**src/rtl/fluid_board_pio_input_capture.sv**
```systemverilog
// fluid_board_pio_input_capture
// Avalon-MM input PIO for the fluid board. Each external input bit is
// synchronised, then debounced. Selected rising/falling edges of the
// debounced value are latched into a write-1-to-clear capture register.
// A maskable interrupt is raised from that register.
module fluid_board_pio_input_capture #(
  parameter int WIDTH           = 8,
  parameter int SYNC_STAGES     = 2,
  parameter int DEBOUNCE_CYCLES = 4
) (
  input  logic             clk,
  input  logic             reset_n,
  input  logic [2:0]       address,
  input  logic             chipselect,
  input  logic             read_n,
  input  logic             write_n,
  input  logic [31:0]      writedata,
  input  logic [WIDTH-1:0] in_port,
  output logic [31:0]      readdata,
  output logic             irq
);

  // Counter wide enough to reach DEBOUNCE_CYCLES-1. With 0 or 1 the
  // terminal count is 0, so the debounced value follows s after one stage.
  localparam int CNT_W = $clog2(DEBOUNCE_CYCLES) + 1;
  localparam logic [CNT_W-1:0] CNT_MAX =
    CNT_W'((DEBOUNCE_CYCLES > 1) ? (DEBOUNCE_CYCLES - 1) : 0);

  localparam logic [2:0] ADDR_DATA     = 3'd0;
  localparam logic [2:0] ADDR_IRQ_MASK = 3'd2;
  localparam logic [2:0] ADDR_CAPTURE  = 3'd3;
  localparam logic [2:0] ADDR_RISE_EN  = 3'd4;
  localparam logic [2:0] ADDR_FALL_EN  = 3'd5;

  logic [SYNC_STAGES-1:0][WIDTH-1:0] sync_q, sync_d;
  logic [WIDTH-1:0][CNT_W-1:0]       cnt_q, cnt_d;
  logic [WIDTH-1:0]                  deb_q, deb_d;
  logic [WIDTH-1:0]                  deb_prev_q, deb_prev_d;
  logic [WIDTH-1:0]                  cap_q, cap_d;
  logic [WIDTH-1:0]                  irq_mask_q, irq_mask_d;
  logic [WIDTH-1:0]                  rise_en_q, rise_en_d;
  logic [WIDTH-1:0]                  fall_en_q, fall_en_d;
  logic [31:0]                       readdata_q, readdata_d;

  logic [WIDTH-1:0] s;
  logic [WIDTH-1:0] rise;
  logic [WIDTH-1:0] fall;
  logic [WIDTH-1:0] clr;
  logic [WIDTH-1:0] wr_bits;
  logic [31:0]      rd_val;
  logic             wr;
  logic             rd;
  logic             unused_writedata;

  assign wr      = chipselect & ~write_n;
  assign rd      = chipselect & ~read_n;
  assign wr_bits = writedata[WIDTH-1:0];
  assign s       = sync_q[SYNC_STAGES-1];

  // Bits of writedata above WIDTH have no register behind them.
  assign unused_writedata = ^writedata;

  // Shift each input through the synchroniser chain; stage 0 samples the pin.
  always_comb begin
    sync_d = {sync_q[SYNC_STAGES-2:0], in_port};
  end

  // Per-bit debounce: the counter runs while s disagrees with deb and deb
  // only follows s after DEBOUNCE_CYCLES consecutive disagreeing clocks.
  always_comb begin
    cnt_d = cnt_q;
    deb_d = deb_q;
    for (int i = 0; i < WIDTH; i++) begin
      if (s[i] == deb_q[i]) begin
        cnt_d[i] = '0;
      end else if (cnt_q[i] == CNT_MAX) begin
        deb_d[i] = s[i];
        cnt_d[i] = '0;
      end else begin
        cnt_d[i] = cnt_q[i] + 1'b1;
      end
    end
  end

  // Edge detection on the debounced value and capture with set-over-clear
  // priority so an edge landing on a clearing write is never lost.
  always_comb begin
    deb_prev_d = deb_q;
    rise       = deb_q & ~deb_prev_q;
    fall       = ~deb_q & deb_prev_q;
    clr        = (wr && (address == ADDR_CAPTURE)) ? wr_bits : '0;
    cap_d      = (cap_q & ~clr) | (rise & rise_en_q) | (fall & fall_en_q);
  end

  // Control register writes take effect at the strobe edge.
  always_comb begin
    irq_mask_d = irq_mask_q;
    rise_en_d  = rise_en_q;
    fall_en_d  = fall_en_q;
    if (wr) begin
      case (address)
        ADDR_IRQ_MASK: irq_mask_d = wr_bits;
        ADDR_RISE_EN:  rise_en_d  = wr_bits;
        ADDR_FALL_EN:  fall_en_d  = wr_bits;
        default:       ;
      endcase
    end
  end

  // Read mux; unused upper bits and reserved addresses return zero, and
  // readdata holds its value between reads.
  always_comb begin
    rd_val = '0;
    case (address)
      ADDR_DATA:     rd_val[WIDTH-1:0] = deb_q;
      ADDR_IRQ_MASK: rd_val[WIDTH-1:0] = irq_mask_q;
      ADDR_CAPTURE:  rd_val[WIDTH-1:0] = cap_q;
      ADDR_RISE_EN:  rd_val[WIDTH-1:0] = rise_en_q;
      ADDR_FALL_EN:  rd_val[WIDTH-1:0] = fall_en_q;
      default:       ;
    endcase
    readdata_d = rd ? rd_val : readdata_q;
  end

  // All state registers; reset clears everything so reset itself never
  // produces an edge (deb and deb_prev are both zero).
  always_ff @(posedge clk or negedge reset_n) begin
    if (!reset_n) begin
      sync_q     <= '0;
      cnt_q      <= '0;
      deb_q      <= '0;
      deb_prev_q <= '0;
      cap_q      <= '0;
      irq_mask_q <= '0;
      rise_en_q  <= '0;
      fall_en_q  <= '0;
      readdata_q <= '0;
    end else begin
      sync_q     <= sync_d;
      cnt_q      <= cnt_d;
      deb_q      <= deb_d;
      deb_prev_q <= deb_prev_d;
      cap_q      <= cap_d;
      irq_mask_q <= irq_mask_d;
      rise_en_q  <= rise_en_d;
      fall_en_q  <= fall_en_d;
      readdata_q <= readdata_d;
    end
  end

  assign readdata = readdata_q;
  assign irq      = |(cap_q & irq_mask_q);

endmodule

```
**config.mk**
```make
export PLATFORM = sky130hd
export DESIGN_NAME = fluid_board_pio_input_capture
export DESIGN_NICKNAME = d
export VERILOG_FILES = /design/src/rtl/fluid_board_pio_input_capture.sv
export SDC_FILE = /design/constraint.sdc
export NUM_CORES = 1
export LEC_CHECK = 0
export BUFFER_PORTS_ARGS = -buffer_cell sky130_fd_sc_hd__clkbuf_2
export CELL_PAD_IN_SITES_DETAIL_PLACEMENT = 1
export CELL_PAD_IN_SITES_GLOBAL_PLACEMENT = 1
export CORE_MARGIN = 2
export CORE_UTILIZATION = 35
export CTS_CLUSTER_DIAMETER = 30
export DETAILED_ROUTE_END_ITERATION = 12
export GPL_TIMING_DRIVEN = 1
export PLACE_DENSITY = 0.71
export SYNTH_ARGS = -nofsm -noshare
export SYNTH_HDL_FRONTEND = slang
export SYNTH_SLANG_ARGS = --single-unit
```
**constraint.sdc**
```tcl
create_clock -name clk -period 1.5 [get_ports clk]
set_input_delay 0.3 -clock clk [delete_from_list [all_inputs] [get_ports clk]]
set_output_delay 0.3 -clock clk [all_outputs]
set_load 0.02 [all_outputs]
```
Yosys cells after proc, flatten, opt, wreduce, memory -nomap -nowiden
Cells that the tools add are included.
{"block": "classes", "addsub": 8, "n_eq_ne": 20, "mux": 18, "n_bitwise": 23, "reduce_logical": 14}
{"cell": "$and 8x8->8", "count": 6}
{"cell": "$mux 3", "count": 16}
{"cell": "$pmux 8 s5", "count": 1}
{"cell": "$eq 3x2->1 const B", "count": 10}
{"cell": "$add 3x1->3 const B", "count": 8}
{"cell": "$not 8->8", "count": 3}
{"cell": "$reduce_and 2->1", "count": 11}
{"cell": "$or 8x8->8", "count": 2}
{"cell": "$not 1->1", "count": 10}
{"cell": "$eq 1x1->1", "count": 8}
{"cell": "$mux 8", "count": 1}
{"cell": "$reduce_or 8->1", "count": 1}
{"cell": "$eq 3x3->1 const B", "count": 2}
{"cell": "$logic_not 3->1", "count": 1}
{"cell": "$and 1x1->1", "count": 2}
{"cell": "$logic_and 1x1->1", "count": 1}
{"block": "word_totals", "regBits": 96, "input_bits": 48, "elab_cells": 107}

Logic depth before layout (Yosys ltp)
Gate-level depths: netlist (run 1).
{"block": "logic_depth", "ltp_word": 8, "depth_mapped": 7, "depth_no_buf": 4}

Worst setup path after synthesis (run 1)
OpenSTA, ideal clock, no wires.
{"block": "synth_path", "path_type": "input-to-reg", "from": "in address[1]", "to": "reg fall_en_q[0]", "setup_ps": 125, "arrival_time_ps": 1176, "path_slack_ps": 199, "cell_stages": 5, "n_path_buf": 2, "cell_sequence": "buf_6 > nor2b_2 > and4b_1 > buf_4 > mux2_2"}
{"block": "synth_via", "elab_chain_len": 2}
{"item": "start: declaration", "line": "13", "text": "input logic [2:0] address,"}
{"item": "$eq 3x3->1", "line": "101", "text": "case (address)"}
{"item": "$reduce_and 2->1 (no line)"}
{"item": "end signal: assignment", "line": "146", "text": "fall_en_q <= fall_en_d;"}
{"item": "end: declaration", "line": "42", "text": "logic [WIDTH-1:0] fall_en_q, fall_en_d;"}
No other way between the ends.
A chain may end at the register's enable or synchronous reset.

Final worst setup path (run 1)
{"block": "layout_path", "from": "reg cap_q[5]", "to": "out irq"}
{"block": "layout_via", "elab_chain_len": 2}
{"item": "start: declaration", "line": "39", "text": "logic [WIDTH-1:0] cap_q, cap_d;"}
{"item": "start signal: assignment", "line": "143", "text": "cap_q <= cap_d;"}
{"item": "$and 8x8->8", "line": "152", "text": "assign irq = |(cap_q & irq_mask_q);"}
{"item": "$reduce_or 8->1", "line": "152"}
{"item": "end: declaration", "line": "20", "text": "output logic irq"}
No other way between the ends.

==> results of run 1 <==
## cells in the mapped netlist, types with 2 or more instances
cell      count
buf_2         2
nor3b_1      13
buf_6         2
o21ai_1       6
ha_1          8
nand3b_1      7
xnor2_1       8
o21ai_0      15
inv_1         9
nor3_1        4
o21a_1        8
nor2b_1       8
a22oi_1      18
o21ai_2       9
nand2_1      35
mux2_2       23
nand2b_1      5
dfrtp_1      96
buf_4        28
and3b_1       4
o211ai_1      7
## power by group through the flow
| stage | clock (mW) | combinational, mW | sequential [mW] |
|---|---|---|---|
| 4_1_cts | 2.44 | 1.60 | 3.82 |
| 2_1_floorplan | 0 | 1.17 | 3.71 |
| 3_3_place_gp | 0 | 1.47 | 3.80 |
| 6_report | 2.36 | 1.57 | 3.81 |
| 3_5_place_dp | 0 | 1.57 | 3.86 |
| 5_1_grt | 2.57 | 1.78 | 3.93 |
## flip-flops by register name, summed over array words and instances, names as in the netlist
register,flops
cap_q,8
irq_mask_q,8
deb_prev_d,8
cnt_q,24
sync_d,8
deb_prev_q,8
s,8
readdata,8
fall_en_q,8
rise_en_q,8
## placed cells by master, fill, tap and decap left out, types with 2 or more instances in the layout
master     netlist  final
nor3_1           4      4
nor3b_1         13     13
inv_1            9      9
a22oi_1         18     16
o21ai_2          9      9
dfrtp_1         96     96
xnor2_1          8      8
clkbuf_1         1      2
nor2b_1          8      8
bufinv_16        0      2
clkbuf_2         0     30
buf_4           28     14
ha_1             8      8
clkinv_2         0      2
a22oi_2          0      2
o21ai_1          6      6
nand3b_1         7      7
nand2b_1         5      5
conb_1           1     24
nand2_1         35     35
o21a_1           8      8
and3b_1          4      4
o211ai_1         7      7
clkbuf_16        0      9
o21ai_0         15     15
buf_12           0      4
mux2_2          23     23
## cell families (layout without fill, tap and decap cells)
logic type / after synthesis / count (layout)
buffers and inverters: 42 / 73
AOI/OAI and AO/OA: 69 / 69
DFF: 96 / 96
other: 1 / 24
and+or+nand+nor: 86 / 86
xor gates and xnor gates: 8 / 8
muxes: 24 / 24
adders and majority gates: 8 / 8
## cell type report
type                       count  area, sq um  share of cell area [%]
sequential                    96         2400                    49.9
multi-input combinational    219         1550                    32.2
tap                          143          179                    3.72
clock buffer                  11          233                    4.84
inverter                       9         33.8                   0.702
clock inverter                 4         70.1                    1.46
timing repair buffer          49          345                    7.18
## metrics by stage
stage / util, % / total power, mW / cells / instance area [sq um] / worst slack (ns)
after floorplan: - / 4.89 / 357 / 4220 / 0.199
after global placement: 39.1 / 5.27 / 515 / 4490 / -0.0226
after detailed placement: 39.1 / 5.43 / 515 / 4490 / -0.0615
after CTS: 42.0 / 7.87 / 531 / 4810 / -0.156
after global routing: 42.0 / 8.28 / 531 / 4810 / -0.196
final: 42.0 / 7.74 / 531 / 4810 / -0.106
## critical path, stage by stage, from the launching register on
cell and delay, ns:
dfrtp_1 0.41, a22oi_2 0.21, nand4_1 0.16, buf_4 0.19
## metal layers
metal  track usage, %  wire length [um]
met1             19.0              3740
met2             22.3              3970
met3             3.75               291
met4             5.37               147
met5                0                 0
## how the worst max path moves through the flow
stage	endpoint	cells past startpoint
final	irq	3
after CTS	irq	3
after floorplan	fall_en_q[0]$_DFFE_PN0P_	5
after global routing	irq	3
after global placement	readdata[4]$_DFFE_PN0P_	6
after detailed placement	readdata[3]$_DFFE_PN0P_	6
## what timing repair did
| action | 4_1_cts | 5_1_grt |
|---|---|---|
| hold endpoints to repair | 18 | 0 |
| pin swaps | 1 | 2 |
| gates resized for setup | 3 | 1 |
| endpoints found under the setup margin | 1 | 1 |
| hold buffers | 1 | 0 |
==> summary.md, run 1 <==
| Metric | Value |
|---|---|
| Post-route antenna net violation count | `0` |
| CP arrival | `between 1 and 1.5 ns` |
| Core area | `between 10000 and 15000 sq um` |
| Largest family of logic cells by synthesized area | `simple AND/OR/NAND/NOR gates` |
| NetSw | `roughly 2.2 mW` |
| Layout cells sized above 1 | `about a quarter` |
| IO Port Bufs | `32` |
| Combinational Power Share | `a little over 20%` |
| Worst Path Max Fanout | `3` |
| Setup violators final | `1` |
| Simple logic cell fraction of the synthesized area | `12.3%` |
| Fmax | `~620 MHz` |
| Hold Startpoint | `in_port[0]` |
| Largest net degree at the start of global routing | `48` |
| Async SR Flop Fraction | `100%` |
| Routed vias/inst | `between 4 and 5` |
| Die ar. | `about 13000 sq um` |
| Hold slack final | `roughly 0.064 ns` |
| Total of max-cap violations | `0` |
| Top cell type's share of synthesized area | `a little under 60%` |
| Die width | `113 um` |
| Origin of the critical flop-to-flop path | `cnt_q[15]$_DFF_PN0_` |
| CTS tree | `built` |
| Die Y | `113 um` |
| HPWL Detailed | `5.77 mm` |
| Max-slew violations | `0` |
| Buffer count from post-CTS setup fixing | `0` |
| Post-Route Setup TNS | `-0.106 ns` |
| Pint | `between 5 and 6 mW` |
| Switching share of power | `~29%` |
| TritonCTS Sinks | `96` |
| Yosys reg bits | `between 90 and 100` |
| Vias in the first global route | `roughly 2800` |
| I/O Pins | `81` |
| Syn Inst Count | `about 330` |
| Hold Vio Cnt, Final | `0` |
| Ys Warns | `0` |
| Violated checks | `setup timing` |
| Number of CTS-inserted buffers | `9` |
| GR Overflow Total | `0` |
| Diodes inserted | `0` |
| Worst Skew | `roughly 0.0036 ns` |
| Clk pwr share | `a little under a third` |
| Nets | `440` |
| Worst setup startpoint | `cap_q[5]$_DFF_PN0_` |
| H-tree levels | `3` |
| DRC viols | `0` |
| Unrepaired setup endpoints after global routing | `yes` |
| Cell variety after synth | `40` |
| WL/cell | `about 15 um` |
| # fillers | `1233` |
| Cell area after synthesis | `4140 sq um` |
| Hold Path Depth | `1` |
| Period utilisation layout | `107%` |
| Setup crit start kind | `flop` |
| P_leak | `approximately 2.2 nW` |
| Clock buffer depth | `2` |
| Critical Path End Type | `primary output` |
| Drt total wl | `8.15 mm` |
| Drt initial violations | `roughly 100` |
| Worst skew pair latency | `0.34 ns` |
| Reg2reg end | `deb_prev_d[5]$_DFFE_PN0P_` |
| Adder-cell share of the synthesized area | `2.42%` |
| Worst Reg-to-Reg Cells | `3` |
| Outcome | `complete, but fails checks` |
| Initial Util | `between 30 and 40%` |
| Register area share after synthesis | `between 50% and 60%` |
| Pwr dens | `1610 nW/um^2` |
| Avg Cell Area, Syn | `roughly 12 sq um` |
| Mux contribution to synthesized area | `under 10%` |
| Clock root cell | `clkbuf_16` |
| Max IR drop VDD | `about 0.55 mV` |
| Xor/xnor share of the synthesized area | `1.69%` |
| Gr usage total | `about 14%` |
| Hold Path Class | `in -> reg` |
| Part of the power in registers | `49.2%` |
| CP required | `between 1 and 1.5 ns` |
| Drt pass-1 iters | `4` |
| Reg-to-reg slack, setup | `approximately 0.27 ns` |
| Top cells by area, synth | `dfrtp_1 58%, mux2_2 6.3%, buf_4 5.1%` |
| Class of the most critical setup path | `reg -> out` |
| Final worst-path setup slack | `-0.106 ns` |
| Initial antenna violation count | `0` |
| Area grow syn2layout | `16.4%` |
| Area leader, netlist | `dfrtp_1` |
| Clk slew on worst S/H paths | `about 0.060 ns` |
| Tmin final | `1.61 ns` |
| Synth Flop Type | `dfrtp_1` |
| WHS Endpoint | `sync_d[8]$_DFF_PN0_` |
| Via count | `~2600` |
| Synth Area in Compound Gates | `roughly 12%` |
| First-pass GRT wire length | `14.0 mm` |
| Number of placement rows | `39` |
| GPL Wtd Cong | `0.784` |
| EDFF count, synth | `0` |
(Power assumes the default switching activity.)
==> run 2: changes to the inputs <==
==> constraint.sdc (replaced) <==
create_clock -name clk -period 1.5 [get_ports clk]
set_input_delay 0.15 -clock clk [delete_from_list [all_inputs] [get_ports clk]]
set_output_delay 0.15 -clock clk [all_outputs]
set_load 0.02 [all_outputs]
==> run 2 against run 1 <==
  * The run now ends clean
  * Worst setup slack improved by 0.15 ns
  * Total power up 3.0%
  * Routed wire length shrank 0.32%
  * Clock skew barely moved
  * Non-clock buffer count up 4
  * Cell count grew 0.75%
  * Die area is the same
  * Register-to-register slack about the same
  * Utilization rose by 0.73 points
  * First-iteration DRC count down 27%
  * Combinational power about the same
  * Highest routed layer unchanged
==> summary.md, run 2 (same netlist as run 1, synthesis figures left out) <==
| Metric | Value |
|---|---|
| Outcome | `completed` |
| First-pass GRT wire length | `14.1 mm (+0.44%)` |
| Worst Skew | `0.00357 ns (-0.0000401 ns)` |
| Max-slew violations | `0 (unchanged)` |
| Drt pass-1 iters | `4 (unchanged)` |
| Drt total wl | `8.12 mm (-0.32%)` |
| Core area | `11500 sq um (unchanged)` |
| Pre-CTS WS | `0.115 ns (+0.177 ns)` |
| Unrepaired setup endpoints after global routing | `yes` |
| Worst Path Max Fanout | `3 (unchanged)` |
| DRC viols | `0 (unchanged)` |
| Vias in the first global route | `2790 (+0.22%)` |
| Via count | `2589 (+0.74%)` |
| Setup crit start kind | `flop` |
| Worst skew pair latency | `0.34 ns (about the same)` |
| Final worst-path setup slack | `0.0416 ns (+0.148 ns)` |
| Fmax | `686 MHz (+10%)` |
| Worst Reg-to-Reg Cells | `3 (unchanged)` |
| CP peak stage delay | `0.40 ns (about the same)` |
| TritonCTS Sinks | `96 (unchanged)` |
| Routed vias/inst | `4.84 (about the same)` |
| Nets | `444 (+0.91%)` |
| CP arrival | `1.31 ns (about the same)` |
| WL/cell | `15.2 um (-1.1%)` |
| CP required | `1.35 ns (+0.15 ns)` |
| CTS tree | `built` |
| Initial antenna violation count | `0 (unchanged)` |
| Area grow syn2layout | `18.4%` |
| Critical Path End Type | `primary output` |
| Commonest non-fill, non-tap cell in the layout | `dfrtp_1` |
| Buf/Inv on CP | `1 (unchanged)` |
| Hold slack final | `0.0677 ns (+0.00349 ns)` |
| Die Y | `113 um (unchanged)` |
| Max IR drop VDD | `0.548 mV (-0.89%)` |
| Commonest cells after routing, fill and taps aside | `96 x dfrtp_1, 35 x nand2_1, 30 x clkbuf_2, 24 x conb_1, 23 x mux2_2` |
| Worst-path cell chain | `a22oi_2, nand4_1, buf_4` |
| Hold Path Depth | `2 (+1)` |
| Die width | `113 um (unchanged)` |
| Die ar. | `12700 sq um (unchanged)` |
| Slowest CP cell | `dfrtp_1` |
| Power Total | `7.97 mW (+3.0%)` |
| Post-route antenna net violation count | `0 (unchanged)` |
| Number of CTS-inserted buffers | `9 (unchanged)` |
| HPWL Detailed | `5.82 mm (+0.77%)` |
| H-tree levels | `3 (unchanged)` |
| Number of placement rows | `39 (unchanged)` |
| Gr usage total | `14.0% (-0.15 points)` |
| Period utilisation layout | `97.2% (-9.9 points)` |
| Layout cells sized above 1 | `25.0% (-1.3 points)` |
| Max reg flops | `24 (unchanged)` |
| Hold Path Class | `in -> reg` |
| Clock buffer depth | `2 (unchanged)` |
| Setup violators final | `0 (-1)` |
| Clk slew on worst S/H paths | `0.06 ns (about the same)` |
| Tmin final | `1.46 ns (-0.148 ns)` |
| Drt initial violations | `74 (-27%)` |
| I/O Pins | `81 (unchanged)` |
| Class of the most critical setup path | `reg -> out` |
| Biggest register | `cnt_q` |
| Diodes inserted | `0 (unchanged)` |
| GPL Wtd Cong | `0.748 (-4.6%)` |
| Crit path depth | `3 (unchanged)` |
| Total of max-cap violations | `0 (unchanged)` |
| Largest net degree at the start of global routing | `55 (+15%)` |
| Clock root cell | `clkbuf_16` |
| IO Port Bufs | `32 (unchanged)` |
| Initial Util | `36.1% (unchanged)` |
| Pwr dens | `1630 nW/um^2 (+1.2%)` |
| P_leak | `2.23 nW (+1.2%)` |
| Hold Vio Cnt, Final | `0 (unchanged)` |
| GR Overflow Total | `0 (unchanged)` |
| Crit-path leading delay family | `flip-flops` |
==> run 2: repair_timing <==
action                                  CTS  global route
hold endpoints to repair                104             0
gates resized for setup                   3             1
endpoints found under the setup margin    1             1
setup buffers                             0             0
hold buffers                              9             0
pin swaps                                 1             2
==> run 2: layer usage <==
metal | global-route usage (%) | wire, um | vias up
met5 | 0 | 0 | -
met4 | 5.28 | 131 | 0
met3 | 3.43 | 370 | 14
met2 | 22.0 | 3860 | 52
met1 | 19.0 | 3760 | 1301
li1 | - | - | 1222
==> run 2: power breakdown <==
| part | switching (mW) | internal (mW) |
|---|---|---|
| logic | 0.757 | 0.801 |
| clock network | 0.927 | 1.67 |
| registers | 0.558 | 3.26 |
| total | 2.24 | 5.73 |
==> run 2: layout make-up <==
cell class | count | area [sq um]
multi-input cells | 219 | 1550
clock inverters | 3 | 90.1
clock buffers | 12 | 246
flip-flops and latches | 96 | 2400
repair buffers | 53 | 395
fillers | 1220 | 6570
inverters | 9 | 33.8
well taps | 143 | 179
==> run 2: final timing paths <==
check                                             to            startpoint  slack (ns)
min reg2reg                           s[4]$_DFF_PN0_  sync_d[12]$_DFF_PN0_        0.35
max                                              irq    cap_q[5]$_DFF_PN0_        0.04
min in group asynchronous        cnt_q[12]$_DFF_PN0_               reset_n        0.20
max reg2reg                deb_prev_d[1]$_DFFE_PN0P_    cnt_q[3]$_DFF_PN0_        0.28
min                         fall_en_q[5]$_DFFE_PN0P_          writedata[5]        0.07
max in group asynchronous    deb_prev_q[3]$_DFF_PN0_               reset_n        0.77
==> run 2: per-stage QoR <==
stage / utilization, % / instance area [sq um] / TNS [ns] / std cells
5_1_grt: 42.7 / 4900 / -0.0232 / 535
4_1_cts: 42.7 / 4900 / 0 / 535
3_3_place_gp: 38.9 / 4460 / 0 / 511
6_report: 42.7 / 4900 / 0 / 535
2_1_floorplan: - / 4220 / 0 / 357
3_5_place_dp: 38.9 / 4460 / 0 / 511
==> run 2: worst register-to-register path, stage by stage, from the launching register on <==
cell and delay [ns]:
dfrtp_1 0.36, ha_1 0.19, nor2b_1 0.20, mux2_2 0.35
